<file path="src/rtl/bp_me_pkg.sv">
// Shared memory-message types for the host-side load path and the source ids
// used to steer in-order responses back to the loader that issued the command.
package bp_me_pkg;

  localparam int paddr_width_gp      = 40;
  localparam int cce_block_width_gp  = 64;

  typedef enum logic [3:0] {
    e_mem_msg_rd    = 4'd0,
    e_mem_msg_wr    = 4'd1,
    e_mem_msg_uc_rd = 4'd2,
    e_mem_msg_uc_wr = 4'd3
  } bp_cce_mem_msg_type_e;

  typedef enum logic {
    e_load_src_cfg = 1'b0,
    e_load_src_nbf = 1'b1
  } bp_load_src_e;

  typedef enum logic {
    e_arb_idle   = 1'b0,
    e_arb_locked = 1'b1
  } bp_load_arb_state_e;

  typedef struct packed {
    bp_cce_mem_msg_type_e            msg_type;
    logic [2:0]                      size;
    logic [paddr_width_gp-1:0]       addr;
    logic [cce_block_width_gp-1:0]   data;
  } bp_cce_mem_msg_s;

  localparam int cce_mem_msg_width_gp = $bits(bp_cce_mem_msg_s);

endpackage

</file>
<file path="src/rtl/bsg_fifo_1r1w_small.sv">
// Small one-read/one-write FIFO with a combinational head. ready_o reflects
// occupancy only, so a same-cycle pop never makes room for a push.
module bsg_fifo_1r1w_small #(
  parameter int width_p = 1,
  parameter int els_p   = 8
) (
  input  logic               clk_i,
  input  logic               reset_i,
  input  logic               v_i,
  output logic               ready_o,
  input  logic [width_p-1:0] data_i,
  output logic               v_o,
  output logic [width_p-1:0] data_o,
  input  logic               yumi_i
);

  localparam int ptr_w_lp = (els_p > 1) ? $clog2(els_p) : 1;
  localparam int cnt_w_lp = $clog2(els_p + 1);

  logic [width_p-1:0]  mem_r [els_p];
  logic [ptr_w_lp-1:0] wptr_r;
  logic [ptr_w_lp-1:0] rptr_r;
  logic [cnt_w_lp-1:0] count_r;
  logic                w_push;
  logic                w_pop;

  function automatic logic [ptr_w_lp-1:0] ptr_inc(input logic [ptr_w_lp-1:0] p);
    return (p == ptr_w_lp'(els_p - 1)) ? '0 : p + 1'b1;
  endfunction

  assign ready_o = (count_r != cnt_w_lp'(els_p));
  assign v_o     = (count_r != '0);
  assign data_o  = mem_r[rptr_r];
  assign w_push  = v_i & ready_o;
  assign w_pop   = yumi_i & v_o;

  always_ff @(posedge clk_i) begin
    if (w_push) begin
      mem_r[wptr_r] <= data_i;
    end
  end

  always_ff @(posedge clk_i) begin
    if (reset_i) begin
      wptr_r  <= '0;
      rptr_r  <= '0;
      count_r <= '0;
    end else begin
      if (w_push) wptr_r <= ptr_inc(wptr_r);
      if (w_pop)  rptr_r <= ptr_inc(rptr_r);
      count_r <= count_r + cnt_w_lp'(w_push) - cnt_w_lp'(w_pop);
    end
  end

endmodule

</file>
<file path="src/rtl/bp_me_io_load_arbiter.sv">
// Round-robin 2:1 merge of the config and NBF loader command streams onto one
// memory channel; a tag FIFO of source ids routes in-order responses back.
module bp_me_io_load_arbiter
  import bp_me_pkg::*;
#(
  parameter int els_p               = 8,
  parameter bit check_orphan_resp_p = 1'b1
) (
  input  logic                            clk_i,
  input  logic                            reset_i,

  input  logic [cce_mem_msg_width_gp-1:0] cfg_cmd_i,
  input  logic                            cfg_cmd_v_i,
  output logic                            cfg_cmd_ready_o,
  output logic [cce_mem_msg_width_gp-1:0] cfg_resp_o,
  output logic                            cfg_resp_v_o,
  input  logic                            cfg_resp_ready_i,

  input  logic [cce_mem_msg_width_gp-1:0] nbf_cmd_i,
  input  logic                            nbf_cmd_v_i,
  output logic                            nbf_cmd_ready_o,
  output logic [cce_mem_msg_width_gp-1:0] nbf_resp_o,
  output logic                            nbf_resp_v_o,
  input  logic                            nbf_resp_ready_i,

  output logic [cce_mem_msg_width_gp-1:0] mem_cmd_o,
  output logic                            mem_cmd_v_o,
  input  logic                            mem_cmd_ready_i,
  input  logic [cce_mem_msg_width_gp-1:0] mem_resp_i,
  input  logic                            mem_resp_v_i,
  output logic                            mem_resp_yumi_o,

  output logic                            idle_o
);

  bp_load_arb_state_e state_r, state_n;
  bp_load_src_e       lock_src_r, lock_src_n;
  bp_load_src_e       last_grant_r, last_grant_n;

  bp_load_src_e w_grant;
  bp_load_src_e w_head;
  logic         w_cmd_v;
  logic         w_hs;
  logic         w_tag_ready;
  logic         w_tag_full;
  logic         w_tag_v;
  logic         w_tag_empty;
  logic         w_head_v;
  logic [0:0]   w_push_tag;
  logic [0:0]   w_head_bits;

  assign w_tag_full  = ~w_tag_ready;
  assign w_tag_empty = ~w_tag_v;

  always_comb begin
    w_grant      = e_load_src_cfg;
    w_cmd_v      = 1'b0;
    state_n      = state_r;
    lock_src_n   = lock_src_r;
    last_grant_n = last_grant_r;

    case (state_r)
      e_arb_locked: begin
        w_grant = lock_src_r;
        w_cmd_v = ((lock_src_r == e_load_src_cfg) ? cfg_cmd_v_i : nbf_cmd_v_i) & ~w_tag_full;
      end
      default: begin
        // A contest goes to whoever did not win last; a lone requester always wins.
        if (cfg_cmd_v_i & nbf_cmd_v_i)
          w_grant = (last_grant_r == e_load_src_nbf) ? e_load_src_cfg : e_load_src_nbf;
        else if (nbf_cmd_v_i)
          w_grant = e_load_src_nbf;
        else
          w_grant = e_load_src_cfg;
        w_cmd_v = (cfg_cmd_v_i | nbf_cmd_v_i) & ~w_tag_full;
      end
    endcase

    if (reset_i) w_cmd_v = 1'b0;
    w_hs = w_cmd_v & mem_cmd_ready_i;

    if (w_hs) begin
      state_n      = e_arb_idle;
      last_grant_n = w_grant;
    end else if (w_cmd_v) begin
      state_n    = e_arb_locked;
      lock_src_n = w_grant;
    end
  end

  always_ff @(posedge clk_i) begin
    if (reset_i) begin
      state_r      <= e_arb_idle;
      lock_src_r   <= e_load_src_cfg;
      last_grant_r <= e_load_src_nbf;
    end else begin
      state_r      <= state_n;
      lock_src_r   <= lock_src_n;
      last_grant_r <= last_grant_n;
    end
  end

  assign mem_cmd_v_o     = w_cmd_v;
  assign mem_cmd_o       = (w_grant == e_load_src_cfg) ? cfg_cmd_i : nbf_cmd_i;
  assign cfg_cmd_ready_o = w_hs & (w_grant == e_load_src_cfg);
  assign nbf_cmd_ready_o = w_hs & (w_grant == e_load_src_nbf);

  assign w_push_tag = w_grant;
  assign w_head     = bp_load_src_e'(w_head_bits);
  assign w_head_v   = w_tag_v & ~reset_i;

  bsg_fifo_1r1w_small #(
    .width_p (1),
    .els_p   (els_p)
  ) tag_fifo (
    .clk_i   (clk_i),
    .reset_i (reset_i),
    .v_i     (w_hs),
    .ready_o (w_tag_ready),
    .data_i  (w_push_tag),
    .v_o     (w_tag_v),
    .data_o  (w_head_bits),
    .yumi_i  (mem_resp_yumi_o)
  );

  assign cfg_resp_o      = mem_resp_i;
  assign nbf_resp_o      = mem_resp_i;
  assign cfg_resp_v_o    = mem_resp_v_i & w_head_v & (w_head == e_load_src_cfg);
  assign nbf_resp_v_o    = mem_resp_v_i & w_head_v & (w_head == e_load_src_nbf);
  assign mem_resp_yumi_o = (cfg_resp_v_o & cfg_resp_ready_i) | (nbf_resp_v_o & nbf_resp_ready_i);

  assign idle_o = w_tag_empty & ~mem_cmd_v_o;

  // A response with no outstanding tag has nowhere to go and is left unconsumed.
  if (check_orphan_resp_p) begin : g_orphan_chk
    always_ff @(posedge clk_i) begin
      assert (reset_i || !(mem_resp_v_i && w_tag_empty))
        else $error("bp_me_io_load_arbiter: response with no outstanding command");
    end
  end

endmodule

</file>
<file path="config.mk">
export PLATFORM = sky130hd
export DESIGN_NAME = bp_me_io_load_arbiter
export DESIGN_NICKNAME = d
export VERILOG_FILES = /design/src/rtl/bp_me_pkg.sv /design/src/rtl/bsg_fifo_1r1w_small.sv /design/src/rtl/bp_me_io_load_arbiter.sv
export SDC_FILE = /design/constraint.sdc
export NUM_CORES = 1
export LEC_CHECK = 0
export BUFFER_PORTS_ARGS = -buffer_cell sky130_fd_sc_hd__clkbuf_2
export CORE_AREA = 8 8 261 263
export CTS_BUF_LIST = sky130_fd_sc_hd__clkbuf_4 sky130_fd_sc_hd__clkbuf_8
export CTS_CLUSTER_SIZE = 14
export DETAILED_ROUTE_END_ITERATION = 8
export DIE_AREA = 0 0 269 271
export PLACE_DENSITY = 0.3
export SETUP_SLACK_MARGIN = 0.5
export SYNTH_ARGS = -nofsm -noshare
export SYNTH_HDL_FRONTEND = slang
export SYNTH_SLANG_ARGS = --single-unit
</file>
<file path="constraint.sdc">
create_clock -name clk_i -period 2.9 [get_ports clk_i]
set_input_delay 0.145 -clock clk_i [delete_from_list [all_inputs] [get_ports clk_i]]
set_output_delay 0.145 -clock clk_i [all_outputs]
set_load 0.05 [all_outputs]
</file>
==> Word level (Yosys, flattened, before mapping) <==
Memory sizes are Yosys's and may differ from the RTL's. A register that Yosys moved wholly into a read port is not among the register bits.
Cells that the tools add are included.
{ "classes": {"add_sub_neg": 4, "multipliers": 0, "n_div": 0, "n_lt_le_gt_ge": 0, "n_eq_ne": 3, "n_shift": 0, "n_mux": 14, "bitwise_logic": 23, "reduce_logical": 3} }
{ "ops": {"columns": ["cell", "n"], "rows": [
  ["111-bit two-way mux", 1],
  ["1-bit bitwise AND", 15],
  ["3-bit two-way mux", 4],
  ["1-bit two-way mux", 9],
  ["3-bit by 1-bit adder with 3-bit output, second input constant", 2],
  ["3-bit == test, second input constant", 2],
  ["1-bit inverter", 6],
  ["4-bit by 1-bit adder with 4-bit output", 1],
  ["4-bit inequality test, second input constant", 1],
  ["4-bit nonzero test", 1],
  ["4-bit by 1-bit subtractor with 4-bit output", 1],
  ["1-bit OR", 2],
  ["2-bit AND reduction", 1],
  ["2-bit OR reduction", 1]
]} }
{ "word_totals": {"register_bits": 13, "latchBits": 0, "ram_bits": 8, "mem_bits_ro": 0, "input_bits": 341, "out_inout_bits": 340, "wordCells": 54, "memories": 1} }
{ "memory_table": {"columns": ["memory", "words", "word_bits", "read_ports", "rd_clocked_by_memory_dff", "write_ports", "line_no", "source"], "rows": [
  ["tag_fifo.mem_r", 8, 1, 1, 1, 1, "bsg_fifo_1r1w_small.sv:20", "logic [width_p-1:0] mem_r [els_p];"]
]} }

==> Longest topological paths before layout <==
{ "depth": {"ltp_word": 9, "mapped_depth": 13, "depth_no_buf": 13} }

==> Cells and area by module <==
Synthesis repeated with hierarchy kept, for this count alone.
{ "unflattened": {"cells_unflattened": 460, "area_unflattened_um2": 4292.9} }
{ "by_module_without_submodules": {"columns": ["mod", "n_inst", "cells_each", "area_per_inst_um2", "seq_area_each_um2"], "rows": [
  ["bp_me_io_load_arbiter", 1, 373, 3260.6, 60.1],
  ["bsg_fifo_1r1w_small", 1, 87, 1032.2, 500.5]
]} }

==> Worst setup path before layout <==
Ideal clock, no wire load.
{ "synth_path": {"kind": "reg-to-reg", "start": "reg state_r", "end": "reg last_grant_r", "setup_time_ps": 181, "arrival_ps": 2429, "required_ps": 2719, "path_slack_ps": 290, "stages_incl_launch_ff": 7, "path_buffers": 1, "period_less_slack_ps": 2610, "path_cell_list": "dfxtp_1 nor2b_1 a22oi_1 clkbuf_1 inv_1 nor3_1 o21ai_0"} }
{ "synth_via": {"word_cells_on_any_way": 4, "classes_between": "mux (3); bitwise (1)"} }
{ "synth_rtl": {"columns": ["element", "line_no", "source"], "rows": [
  ["from (decl)", "bp_me_io_load_arbiter.sv:36", "bp_load_arb_state_e state_r, state_n;"],
  ["from (signal assigned)", "bp_me_io_load_arbiter.sv:93", "state_r <= e_arb_idle;"],
  ["from (signal assigned)", "bp_me_io_load_arbiter.sv:97", "state_r <= state_n;"],
  ["1-bit two-way mux", "bp_me_io_load_arbiter.sv:62", "case (state_r)"],
  ["net tag_fifo.data_i", "bsg_fifo_1r1w_small.sv:11", "input logic [width_p-1:0] data_i,"],
  ["to (signal assigned)", "bp_me_io_load_arbiter.sv:95", "last_grant_r <= e_load_src_nbf;"],
  ["to (signal assigned)", "bp_me_io_load_arbiter.sv:99", "last_grant_r <= last_grant_n;"],
  ["to (decl)", "bp_me_io_load_arbiter.sv:38", "bp_load_src_e last_grant_r, last_grant_n;"]
]} }
The timed path passes the listed nets, and every way through them passes these cells.
A chain may end at the register's enable or synchronous reset.

==> qor.json <==
{
  "run_status": {"value": "finished clean"},
  "crit_arrival": {"value": 2.58, "unit": "ns"},
  "postSynthNetCount": {"value": 813},
  "fin_hold_ws": {"value": 0.242, "unit": "ns"},
  "grt-ovfl-total": {"value": 0},
  "synth-seq-cells": {"value": 24},
  "rows": {"value": 93},
  "totalPowerFinal": {"value": 0.00257, "unit": "W"},
  "worst_slack": {"value": 0.471, "unit": "ns"},
  "mean_syn_cell_area": {"value": 9.07, "unit": "um^2"},
  "port_buffers": {"value": 347},
  "avgRoutedWirePerCell": {"value": 14.5, "unit": "um"},
  "cts.sinks": {"value": 24},
  "clock_latency": {"value": 0.27, "unit": "ns"},
  "yosysTopAreaCellShare": {"value": 40.1, "unit": "%"},
  "finClkSkew": {"value": 0.00462, "unit": "ns"},
  "critPathKind": {"value": "register to register"},
  "hold_buffer_count_at_cts": {"value": 0},
  "postSynthCellCount": {"value": 461},
  "unrepaired_setup_endpoints_after_global_routing": {"value": "yes"},
  "first_pass_iters": {"value": 4},
  "ant_nets": {"value": 0},
  "initialDrtViolationCount": {"value": 78},
  "met1Wirelength": {"value": 7910, "unit": "um"},
  "cts-root-buf": {"value": "sky130_fd_sc_hd__clkbuf_8"},
  "synth.area.top_cells": {"value": "sky130_fd_sc_hd__buf_4 40%, sky130_fd_sc_hd__mux2_2 30%, sky130_fd_sc_hd__dfxtp_1 7.7%"},
  "met2_wirelength": {"value": 9120, "unit": "um"},
  "finalHoldViolations": {"value": 0},
  "drt-total-wl": {"value": 21000, "unit": "um"},
  "layout-area-overhead-vs-synth": {"value": 34.1, "unit": "%"},
  "rrSetupSlack": {"value": 0.47, "unit": "ns"},
  "max_freq": {"value": 412, "unit": "MHz"},
  "fin_nets": {"value": 949},
  "highest-signal-layer": {"value": "met5"},
  "vdd_ir_drop_max": {"value": 0.000245, "unit": "V"},
  "vias_in_the_first_global_route": {"value": 4164},
  "critical_path.startpoint_type": {"value": "register"},
  "final_sum_of_negative_setup_slack": {"value": 0, "unit": "ns"},
  "setup_viol": {"value": 0},
  "dp_worst_setup_slack": {"value": 0.378, "unit": "ns"},
  "period_minus_slack": {"value": 2.43, "unit": "ns"},
  "clock_tree.htree_level_count": {"value": 1},
  "instances_no_fill": {"value": 1451},
  "syn-cell-area": {"value": 4180, "unit": "um^2"},
  "worst-endpoint-required": {"value": 3.05, "unit": "ns"},
  "grt_first_pass_wirelength": {"value": 28300, "unit": "um"},
  "synth_sequential_area_ratio": {"value": 13.4, "unit": "%"},
  "cellPowerDensity": {"value": 459, "unit": "nW/um^2"},
  "cts_tree": {"value": "done"},
  "timing.critical_path.fanout_max": {"value": 4},
  "finalCritPeriodShare": {"value": 83.8, "unit": "%"},
  "finalWeightedCongestion": {"value": 0.708},
  "post_synth_num_cell_types": {"value": 31},
  "reported_max_cap_violation_count": {"value": 0},
  "tightestPinTransition": {"value": 0.336, "unit": "ns"},
  "antenna-diode-count": {"value": 0},
  "grt_start_max_net_pins": {"value": 30},
  "fillers": {"value": 7480},
  "grt.total_usage": {"value": 5.25, "unit": "%"},
  "slew-limit-headroom": {"value": 77.6, "unit": "%"},
  "initial_cell_density_of_the_core": {"value": 6.54, "unit": "%"},
  "worst_hold_path_type": {"value": "primary input to register"},
  "drive_gt1_share": {"value": 84.6, "unit": "%"},
  "coreArea": {"value": 63900, "unit": "um^2"},
  "vias_per_cell": {"value": 2.42},
  "metal3_wl": {"value": 3310, "unit": "um"},
  "synth_top_cell_by_area": {"value": "sky130_fd_sc_hd__buf_4"},
  "cts-buffers-inserted": {"value": 3},
  "clock_path_buffers": {"value": 2},
  "num_io_pins": {"value": 681},
  "endpoint_kind": {"value": "register"},
  "grt_antenna_before_repair": {"value": 0},
  "dieWidth": {"value": 269, "unit": "um"},
  "die_height": {"value": 271, "unit": "um"},
  "half_perimeter_wire_length_of_the_detailed_placement_result": {"value": 19000, "unit": "um"},
  "final-max-slew-violation-count": {"value": 0},
  "clk_pin_slew_worst_paths": {"value": 0.09, "unit": "ns"},
  "design.die.area": {"value": 72900, "unit": "um^2"},
  "route.vias.total": {"value": 3513},
  "power_leakage": {"value": 2.56, "unit": "nW"},
  "drcViolationCount": {"value": 0},
  "yosys_warnings": {"value": 0},
  "placed_cells": {"value": 1433}
}
==> kinds of logic (layout without fill, tap and decap cells) <==
family	after synthesis	count (layout)	share of synthesized area [%]
xor gates and xnor gates	2	2	0.419
buffers and inverters	249	384	42.6
muxes	120	120	32.8
and+or+nand+nor	39	39	5.00
AOI/OAI and AO/OA	16	16	2.28
DFF	24	24	13.4
adders and majority gates	11	11	3.47
==> per-layer routing <==
layer | up-vias | GRT usage [%]
met5 | - | 3.19
met4 | 6 | 1.06
met3 | 28 | 3.89
met2 | 376 | 7.81
met1 | 1518 | 5.75
li1 | 1585 | -
==> placed cells by master, fill, tap and decap left out, types with 2 or more instances in the layout <==
cell                       instances
sky130_fd_sc_hd__o21ai_0           5
sky130_fd_sc_hd__mux2i_1           4
sky130_fd_sc_hd__clkbuf_2        346
sky130_fd_sc_hd__nor2_1           10
sky130_fd_sc_hd__clkbuf_8          3
sky130_fd_sc_hd__dfxtp_1          15
sky130_fd_sc_hd__nor2b_1           8
sky130_fd_sc_hd__nand2b_1          2
sky130_fd_sc_hd__mux2_2          111
sky130_fd_sc_hd__inv_1             9
sky130_fd_sc_hd__ha_4              3
sky130_fd_sc_hd__nand2_1           3
sky130_fd_sc_hd__ha_1              7
sky130_fd_sc_hd__nand3_1           4
sky130_fd_sc_hd__buf_4            16
sky130_fd_sc_hd__buf_16            2
sky130_fd_sc_hd__nor3_1            4
sky130_fd_sc_hd__or3b_2            2
sky130_fd_sc_hd__edfxtp_1          8
sky130_fd_sc_hd__a21oi_1           5
sky130_fd_sc_hd__inv_2             3
sky130_fd_sc_hd__xnor2_1           2
sky130_fd_sc_hd__mux2_4            4
==> area by class of cell <==
| cell class | count | area [um^2] | area share (%) |
|---|---|---|---|
| inverter | 13 | 51.3 | 0.915 |
| timing repair buffer | 367 | 1940 | 34.7 |
| multi-input combinational | 188 | 1900 | 34.0 |
| clock inverter | 1 | 30.0 | 0.536 |
| sequential | 24 | 564 | 10.1 |
| clock buffer | 3 | 41.3 | 0.737 |
| tap | 855 | 1070 | 19.1 |
==> through the flow <==
step	area [um^2]	util, %
final	5600	8.77
after CTS	5520	8.63
after detailed placement	5380	8.42
after global placement	5380	8.42
after floorplan	4230	-
after global routing	5600	8.77
==> path summary, 6_finish.rpt <==
path / start / to / depth (start not counted)
setup reg to reg: register / tag_fifo.count_r[1]$_SDFF_PP0_ / 9
setup / recovery: register / tag_fifo.count_r[1]$_SDFF_PP0_ / 9
hold / removal: mem_cmd_ready_i / tag_fifo.wptr_r[2]$_SDFFE_PP0P_ / 3
hold reg to reg: last_grant_r$_SDFFE_PP1P_ / last_grant_r$_SDFFE_PP1P_ / 2
==> report_power, final <==
part           leakage, nW  internal, W  total [W]  switching (W)
combinational         2.32     0.000655    0.00186        0.00120
sequential           0.204     0.000390   0.000421      0.0000305
clock               0.0357     0.000184   0.000295       0.000111
total                 2.56      0.00123    0.00257        0.00134
==> synth_stat cells, drive strengths merged <==
cell type  instances
o2111ai            1
edfxtp             8
nor2              10
fa                 1
nor3               5
a311oi             1
mux4               1
inv               13
or4                1
nor4               1
or3b               3
a21o               1
a22oi              1
nor2b              8
nand3              4
nand4b             1
buf              229
nand2b             2
o21ai              5
dfxtp             16
clkbuf             7
xnor2              2
a21boi             1
mux2             115
ha                10
mux2i              4
a21oi              6
nand2              4
==> critical path: stages, from the launching register on <==
cell and delay (ns):
sky130_fd_sc_hd__dfxtp_4 0.38, sky130_fd_sc_hd__mux2i_1 0.11, sky130_fd_sc_hd__mux4_2 0.51, sky130_fd_sc_hd__mux2_4 0.33, sky130_fd_sc_hd__inv_2 0.07, sky130_fd_sc_hd__ha_4 0.19
sky130_fd_sc_hd__inv_2 0.06, sky130_fd_sc_hd__ha_4 0.13, sky130_fd_sc_hd__fa_2 0.42, sky130_fd_sc_hd__nor2b_1 0.13
==> repair_timing <==
item                                    in CTS  in global routing
setup buffers                                3                 10
endpoints found under the setup margin       4                 33
pin swaps                                    1                  7
resized for setup                            3                  6
cloned                                       1                  0
Note: power is estimated with default switching activity, not from simulation.
